$ cat src/rtl/hazard_pkg.sv
// Shared types and constants for the pipeline hazard controller.
package hazard_pkg;

  typedef enum logic [1:0] {
    StRun,
    StMulBusy,
    StMulDone
  } mul_state_e;

  // Operand mux selects driven on fw1/fw2.
  localparam logic [1:0] FW_RF  = 2'b00;
  localparam logic [1:0] FW_WB  = 2'b01;
  localparam logic [1:0] FW_EXM = 2'b10;

  function automatic logic reg_match(input logic wr_en, input logic [7:0] rd,
                                     input logic [7:0] rs);
    return wr_en && (rd != 8'd0) && (rd == rs);
  endfunction

endpackage

$ cat src/rtl/hazard_fwd_sel.sv
// Forwarding comparator for one ALU operand: picks EX/M, M/WB or regfile data.
module hazard_fwd_sel
  import hazard_pkg::*;
#(
  parameter int unsigned REG_ADDR_W = 5
) (
  input  logic [REG_ADDR_W-1:0] id_ex_rs,
  input  logic [REG_ADDR_W-1:0] ex_m_rd,
  input  logic                  ex_m_reg_write,
  input  logic [REG_ADDR_W-1:0] m_wb_rd,
  input  logic                  m_wb_reg_write,
  output logic [1:0]            fw_sel
);

  logic exm_hit;
  logic wb_hit;

  always_comb begin
    exm_hit = reg_match(ex_m_reg_write, 8'(ex_m_rd), 8'(id_ex_rs));
    wb_hit  = reg_match(m_wb_reg_write, 8'(m_wb_rd), 8'(id_ex_rs));
    // The younger producer in EX/M holds the newer value.
    if (exm_hit) begin
      fw_sel = FW_EXM;
    end else if (wb_hit) begin
      fw_sel = FW_WB;
    end else begin
      fw_sel = FW_RF;
    end
  end

endmodule

$ cat src/rtl/hazard_ctrl.sv
// Stall/flush/forwarding controller for the 5-stage pipeline.
// Optional perf counters are built when HAZARD_PERF_CNT_EN is defined.
module hazard_ctrl
  import hazard_pkg::*;
#(
  parameter int unsigned REG_ADDR_W  = 5,
  parameter int unsigned MUL_LAT     = 3,
  parameter int unsigned FLUSH_DEPTH = 3,
  parameter int unsigned CNT_W       = 32
) (
  input  logic                  clk,
  input  logic                  rst,
  input  logic                  enable,
  input  logic [REG_ADDR_W-1:0] id_rs1,
  input  logic [REG_ADDR_W-1:0] id_rs2,
  input  logic                  id_uses_rs1,
  input  logic                  id_uses_rs2,
  input  logic [REG_ADDR_W-1:0] id_ex_rs1,
  input  logic [REG_ADDR_W-1:0] id_ex_rs2,
  input  logic [REG_ADDR_W-1:0] id_ex_rd,
  input  logic                  id_ex_mem_read,
  input  logic                  id_ex_reg_write,
  input  logic                  id_ex_is_mul,
  input  logic [REG_ADDR_W-1:0] ex_m_rd,
  input  logic                  ex_m_reg_write,
  input  logic [REG_ADDR_W-1:0] m_wb_rd,
  input  logic                  m_wb_reg_write,
  input  logic                  branch_taken,
  output logic                  pc_en,
  output logic                  if_id_en,
  output logic                  id_ex_en,
  output logic                  ex_m_en,
  output logic                  m_wb_en,
  output logic                  if_id_flush,
  output logic                  id_ex_flush,
  output logic                  ex_m_flush,
  output logic [1:0]            fw1,
  output logic [1:0]            fw2,
  output logic                  mul_start,
  output logic                  mul_busy
`ifdef HAZARD_PERF_CNT_EN
  ,
  output logic [CNT_W-1:0]      stall_cycles,
  output logic [CNT_W-1:0]      flush_events
`endif
);

  localparam int unsigned MulCntW = (MUL_LAT > 2) ? $clog2(MUL_LAT) : 1;
  localparam logic [MulCntW-1:0] MulCntInit = (MUL_LAT > 2) ? MulCntW'(MUL_LAT - 3) : '0;
  localparam bit MulStalls = (MUL_LAT > 1);
  localparam bit MulHasBusy = (MUL_LAT > 2);
  localparam bit FlushExM = (FLUSH_DEPTH == 3);

  mul_state_e         state_q, state_d;
  logic [MulCntW-1:0] cnt_q, cnt_d;

  logic [1:0] fw1_raw;
  logic [1:0] fw2_raw;
  logic       load_use;
  logic       mul_stall;
  logic       unused_id_ex_reg_write;

  assign unused_id_ex_reg_write = id_ex_reg_write;

  hazard_fwd_sel #(
    .REG_ADDR_W(REG_ADDR_W)
  ) u_fwd_rs1 (
    .id_ex_rs      (id_ex_rs1),
    .ex_m_rd       (ex_m_rd),
    .ex_m_reg_write(ex_m_reg_write),
    .m_wb_rd       (m_wb_rd),
    .m_wb_reg_write(m_wb_reg_write),
    .fw_sel        (fw1_raw)
  );

  hazard_fwd_sel #(
    .REG_ADDR_W(REG_ADDR_W)
  ) u_fwd_rs2 (
    .id_ex_rs      (id_ex_rs2),
    .ex_m_rd       (ex_m_rd),
    .ex_m_reg_write(ex_m_reg_write),
    .m_wb_rd       (m_wb_rd),
    .m_wb_reg_write(m_wb_reg_write),
    .fw_sel        (fw2_raw)
  );

  assign fw1 = rst ? FW_RF : fw1_raw;
  assign fw2 = rst ? FW_RF : fw2_raw;

  always_comb begin
    load_use = id_ex_mem_read && (id_ex_rd != '0) &&
               ((id_uses_rs1 && (id_rs1 == id_ex_rd)) ||
                (id_uses_rs2 && (id_rs2 == id_ex_rd)));
    mul_stall = (state_q == StMulBusy) || ((state_q == StRun) && id_ex_is_mul && MulStalls);
  end

  always_comb begin
    pc_en       = 1'b1;
    if_id_en    = 1'b1;
    id_ex_en    = 1'b1;
    ex_m_en     = 1'b1;
    m_wb_en     = 1'b1;
    if_id_flush = 1'b0;
    id_ex_flush = 1'b0;
    ex_m_flush  = 1'b0;
    mul_start   = 1'b0;
    mul_busy    = 1'b0;
    state_d     = state_q;
    cnt_d       = cnt_q;

    if (rst || !enable) begin
      pc_en    = 1'b0;
      if_id_en = 1'b0;
      id_ex_en = 1'b0;
      ex_m_en  = 1'b0;
      m_wb_en  = 1'b0;
    end else if (branch_taken) begin
      // Any multiply still in ID/EX is younger than the branch and dies here.
      if_id_flush = 1'b1;
      id_ex_flush = 1'b1;
      ex_m_flush  = FlushExM;
      state_d     = StRun;
      cnt_d       = '0;
    end else if (mul_stall) begin
      mul_busy   = 1'b1;
      pc_en      = 1'b0;
      if_id_en   = 1'b0;
      id_ex_en   = 1'b0;
      ex_m_flush = 1'b1;
      if (state_q == StRun) begin
        mul_start = 1'b1;
        state_d   = MulHasBusy ? StMulBusy : StMulDone;
        cnt_d     = MulCntInit;
      end else if (cnt_q == '0) begin
        state_d = StMulDone;
      end else begin
        cnt_d = cnt_q - MulCntW'(1);
      end
    end else begin
      if (state_q == StMulDone) begin
        state_d = StRun;
      end
      if (load_use) begin
        pc_en       = 1'b0;
        if_id_en    = 1'b0;
        id_ex_flush = 1'b1;
      end
    end
  end

  always_ff @(posedge clk) begin
    if (rst) begin
      state_q <= StRun;
      cnt_q   <= '0;
    end else begin
      state_q <= state_d;
      cnt_q   <= cnt_d;
    end
  end

`ifdef HAZARD_PERF_CNT_EN
  logic [CNT_W-1:0] stall_cnt_q;
  logic [CNT_W-1:0] flush_cnt_q;

  always_ff @(posedge clk) begin
    if (rst) begin
      stall_cnt_q <= '0;
      flush_cnt_q <= '0;
    end else if (enable) begin
      if (!pc_en && (stall_cnt_q != '1)) begin
        stall_cnt_q <= stall_cnt_q + CNT_W'(1);
      end
      if (branch_taken && (flush_cnt_q != '1)) begin
        flush_cnt_q <= flush_cnt_q + CNT_W'(1);
      end
    end
  end

  assign stall_cycles = stall_cnt_q;
  assign flush_events = flush_cnt_q;
`else
  // Counter width only matters when the perf counters are built in.
  if (CNT_W == 0) begin : g_no_perf_cnt
  end
`endif

endmodule

$ cat config.mk
export PLATFORM = sky130hd
export DESIGN_NAME = hazard_ctrl
export DESIGN_NICKNAME = d
export VERILOG_FILES = /design/src/rtl/hazard_pkg.sv /design/src/rtl/hazard_fwd_sel.sv /design/src/rtl/hazard_ctrl.sv
export SDC_FILE = /design/constraint.sdc
export NUM_CORES = 1
export LEC_CHECK = 0
export BUFFER_PORTS_ARGS = -buffer_cell sky130_fd_sc_hd__clkbuf_2
export CORE_MARGIN = 5
export CORE_UTILIZATION = 30
export CTS_CLUSTER_DIAMETER = 30
export CTS_CLUSTER_SIZE = 24
export DETAILED_ROUTE_END_ITERATION = 6
export MAX_ROUTING_LAYER = met4
export SYNTH_ARGS = -nofsm -noshare
export SYNTH_HDL_FRONTEND = slang
export SYNTH_HIERARCHICAL = 1
export SYNTH_SLANG_ARGS = --single-unit
$ cat constraint.sdc
create_clock -name clk -period 2.8 [get_ports clk]
set_input_delay 0.14 -clock clk [delete_from_list [all_inputs] [get_ports clk]]
set_output_delay 0.14 -clock clk [all_outputs]
set_load 0.01 [all_outputs]
==> flow_metrics.tcl <==
set metrics [dict create \
    final_antenna_net_count 0 \
    grt_pass1_vias 943 \
    antenna_found_initial 0 \
    first_iter_violations 30 \
    syn2layout_area_growth_pct 40.00 \
    gp_congestion 0.8212 \
    synth_area_um2 800.8 \
    start_kind "input port" \
    fp-row-count 18 \
    setup_ws_ns 1.180 \
    cts_tree "done" \
    postCtsHoldBufs 0 \
    criticalPathCategory "input port to output port" \
    yosysTopAreaCellShare_pct 21.88 \
    wl_per_cell_um 12.38 \
    cts_setup_buffers 0 \
    fin_setup_tns_ns 0 \
    grt_usage_pct 13.44 \
    numCtsBuffers 3 \
    dp.cells 190 \
    dpl_cell_area_um2 1099 \
    rsz0062_at_grt "no" \
    synth_seq_cells 4 \
    cp-end-kind "output port" \
    clock_latency_ns 0.24 \
    pre_cts_ws_ns 1.185 \
    design_area_um2 1121 \
    synth_area_per_cell_um2 7.554 \
    dieArea_um2 3803 \
    ir_drop_v 0.0002111 \
    cts_root_buf "clkbuf_4" \
    power_frac_clock_pct 27.0 \
    hold_viol 0 \
    sw_frac_of_total_pct 34.85 \
    final_cell_mix "clkbuf_2 (58), xnor2_1 (20), nand2_1 (9)" \
    synth-seq-area-share_pct 10.00 \
    async_flop_share_pct 0 \
    combPwrFrac_pct 50.4 \
    fin_skew_ns 0.006497 \
    layoutNonFillerInstCount 193 \
    post-route-period-util_pct 57.86 \
    critPathMaxFanout 3 \
    power_frac_seq_pct 22.6 \
    post-route-util_pct 44.44 \
    cts.repair.resized 0 \
    slew_headroom_pct 76.79 \
    synthesis.instances 106 \
    synth_area_leader_cell "xnor2_1" \
    drive_gt1_share_pct 44.17 \
    synth_nets 153 \
    status "complete, no violations" \
    firstDrtPassIters 4 \
    vias 952 \
    crit_arrival_ns 1.48 \
    io-pin-count 60 \
    final_nets 212 \
    max_freq_mhz 617.2 \
    clk_pin_slew_ns 0.04 \
    synth.area.top_cells "xnor2_1 (22%), dfxtp_1 (10%), xor2_1 (6.6%)" \
    die_height_um 61.67 \
    drc 0 \
    initial_core_util_pct 31.75 \
    power_leakage_uw 0.0005335 \
    final_common_cell "clkbuf_2" \
    synth_ff_type "dfxtp_1" \
    cp.required_ns 2.66 \
    grt_max_degree 10 \
    die-width_um 61.67 \
    powerDensity_nw_per_um2 237.8 \
    synth-edff-count 0 \
    p_switching_uw 92.90 \
    tightest_slew_ns 0.3450 \
    coreArea_um2 2522 \
    finalSetupViolCount 0 \
    yosys_warnings 6 \
    via_per_inst 4.933 \
    finalCriticalPeriod_ns 1.620 \
    maxCapViolCount 0 \
    port_buffers 58 \
    yosys.cell_types.count 33 \
    clock_sinks 4 \
    cts_max_path_buffers 2 \
    min_path_type "input port to flip-flop" \
    p_int_uw 173.7 \
    dp_hpwl_um 2128 \
    wl_um 2389 \
    grt-ovfl-total 0 \
    htreeDepth 1 \
    finalMaxSlewViolations 0 \
    grt_pass1_wl_um 3919 \
    num_antenna_cells 0 \
]
==> flip-flops by register name (all words and copies together) (netlist names) <==
register / count
state_q: 2
cnt_q: 2
==> logic make-up after synthesis <==
| logic type | share of synthesized area (%) |
|---|---|
| adder cells (fa/ha/maj) | 1.562 |
| AO/OA/AOI/OAI | 22.03 |
| buffers and inverters | 6.093 |
| AND/OR/NAND/NOR | 30.47 |
| flip-flops | 10.00 |
| multiplexers | 1.406 |
| XOR/XNOR | 28.44 |
==> layer usage <==
metal / part of all wire [%] / GRT usage (%) / vias up / wire length (µm)
li1: - / - / 491 / -
met1: 42 / 16.21 / 437 / 1013
met2: 53 / 23.47 / 24 / 1257
met3: 4.9 / 3.564 / 0 / 117
met4: 0 / 0.6061 / 0 / 0
met5: 0 / - / - / 0
==> metrics by stage <==
stage	total power [µW]	hold WS [ns]
final	266.6	0.1697
after global routing	287.4	0.1925
after CTS	269.4	0.1695
after detailed placement	195.8	0.4195
after global placement	192.9	0.4163
after floorplan	132.0	0.2091
==> cell type report <==
cell class	instances	area (µm²)
clock buffers	3	22.52
well taps	30	37.54
flip-flops and latches	4	80.08
inverters	5	18.77
fillers	278	1401
multi-input cells	93	671.9
repair buffers	58	290.3
==> power by group through the flow <==
stage / Combinational [µW] / Sequential (µW) / Clock [µW]
CTS: 136 / 60.2 / 73.6
floorplan: 71.4 / 60.6 / 0
global placement: 132 / 61.1 / 0
global route: 149 / 60.4 / 77.8
finish: 134 / 60.2 / 72.0
detailed placement: 135 / 61.1 / 0
==> final timing paths <==
| kind | start | endpoint | slack [ns] | depth (start not counted) |
|---|---|---|---|---|
| worst max-delay path | id_ex_rd[1] | if_id_en | 1.18 | 6 |
| worst max register to register | cnt_q[0] | cnt_q[1] | 1.40 | 4 |
| worst min register to register | cnt_q[1] | cnt_q[1] | 0.47 | 2 |
| worst min-delay path | rst | cnt_q[1] | 0.17 | 2 |
==> critical path, stage by stage <==
cell and delay, ns:
clkbuf_2 0.11, or4_1 0.52, o21ai_0 0.23, nor2_1 0.06, a21boi_0 0.24, clkbuf_2 0.18
==> cell usage after synthesis, types with 2 or more instances <==
cell type / instances
a211oi_2: 2
a21oi_1: 6
and2b_1: 4
buf_4: 4
dfxtp_1: 4
inv_1: 4
nand2_1: 9
nand2b_1: 2
nand3_1: 4
nand4_1: 2
nor2_1: 6
nor3_1: 5
nor3_2: 2
nor4_1: 3
o21ai_0: 2
o21bai_1: 3
o41ai_2: 2
or4_1: 3
xnor2_1: 20
xor2_1: 6
(Power assumes the default switching activity.)
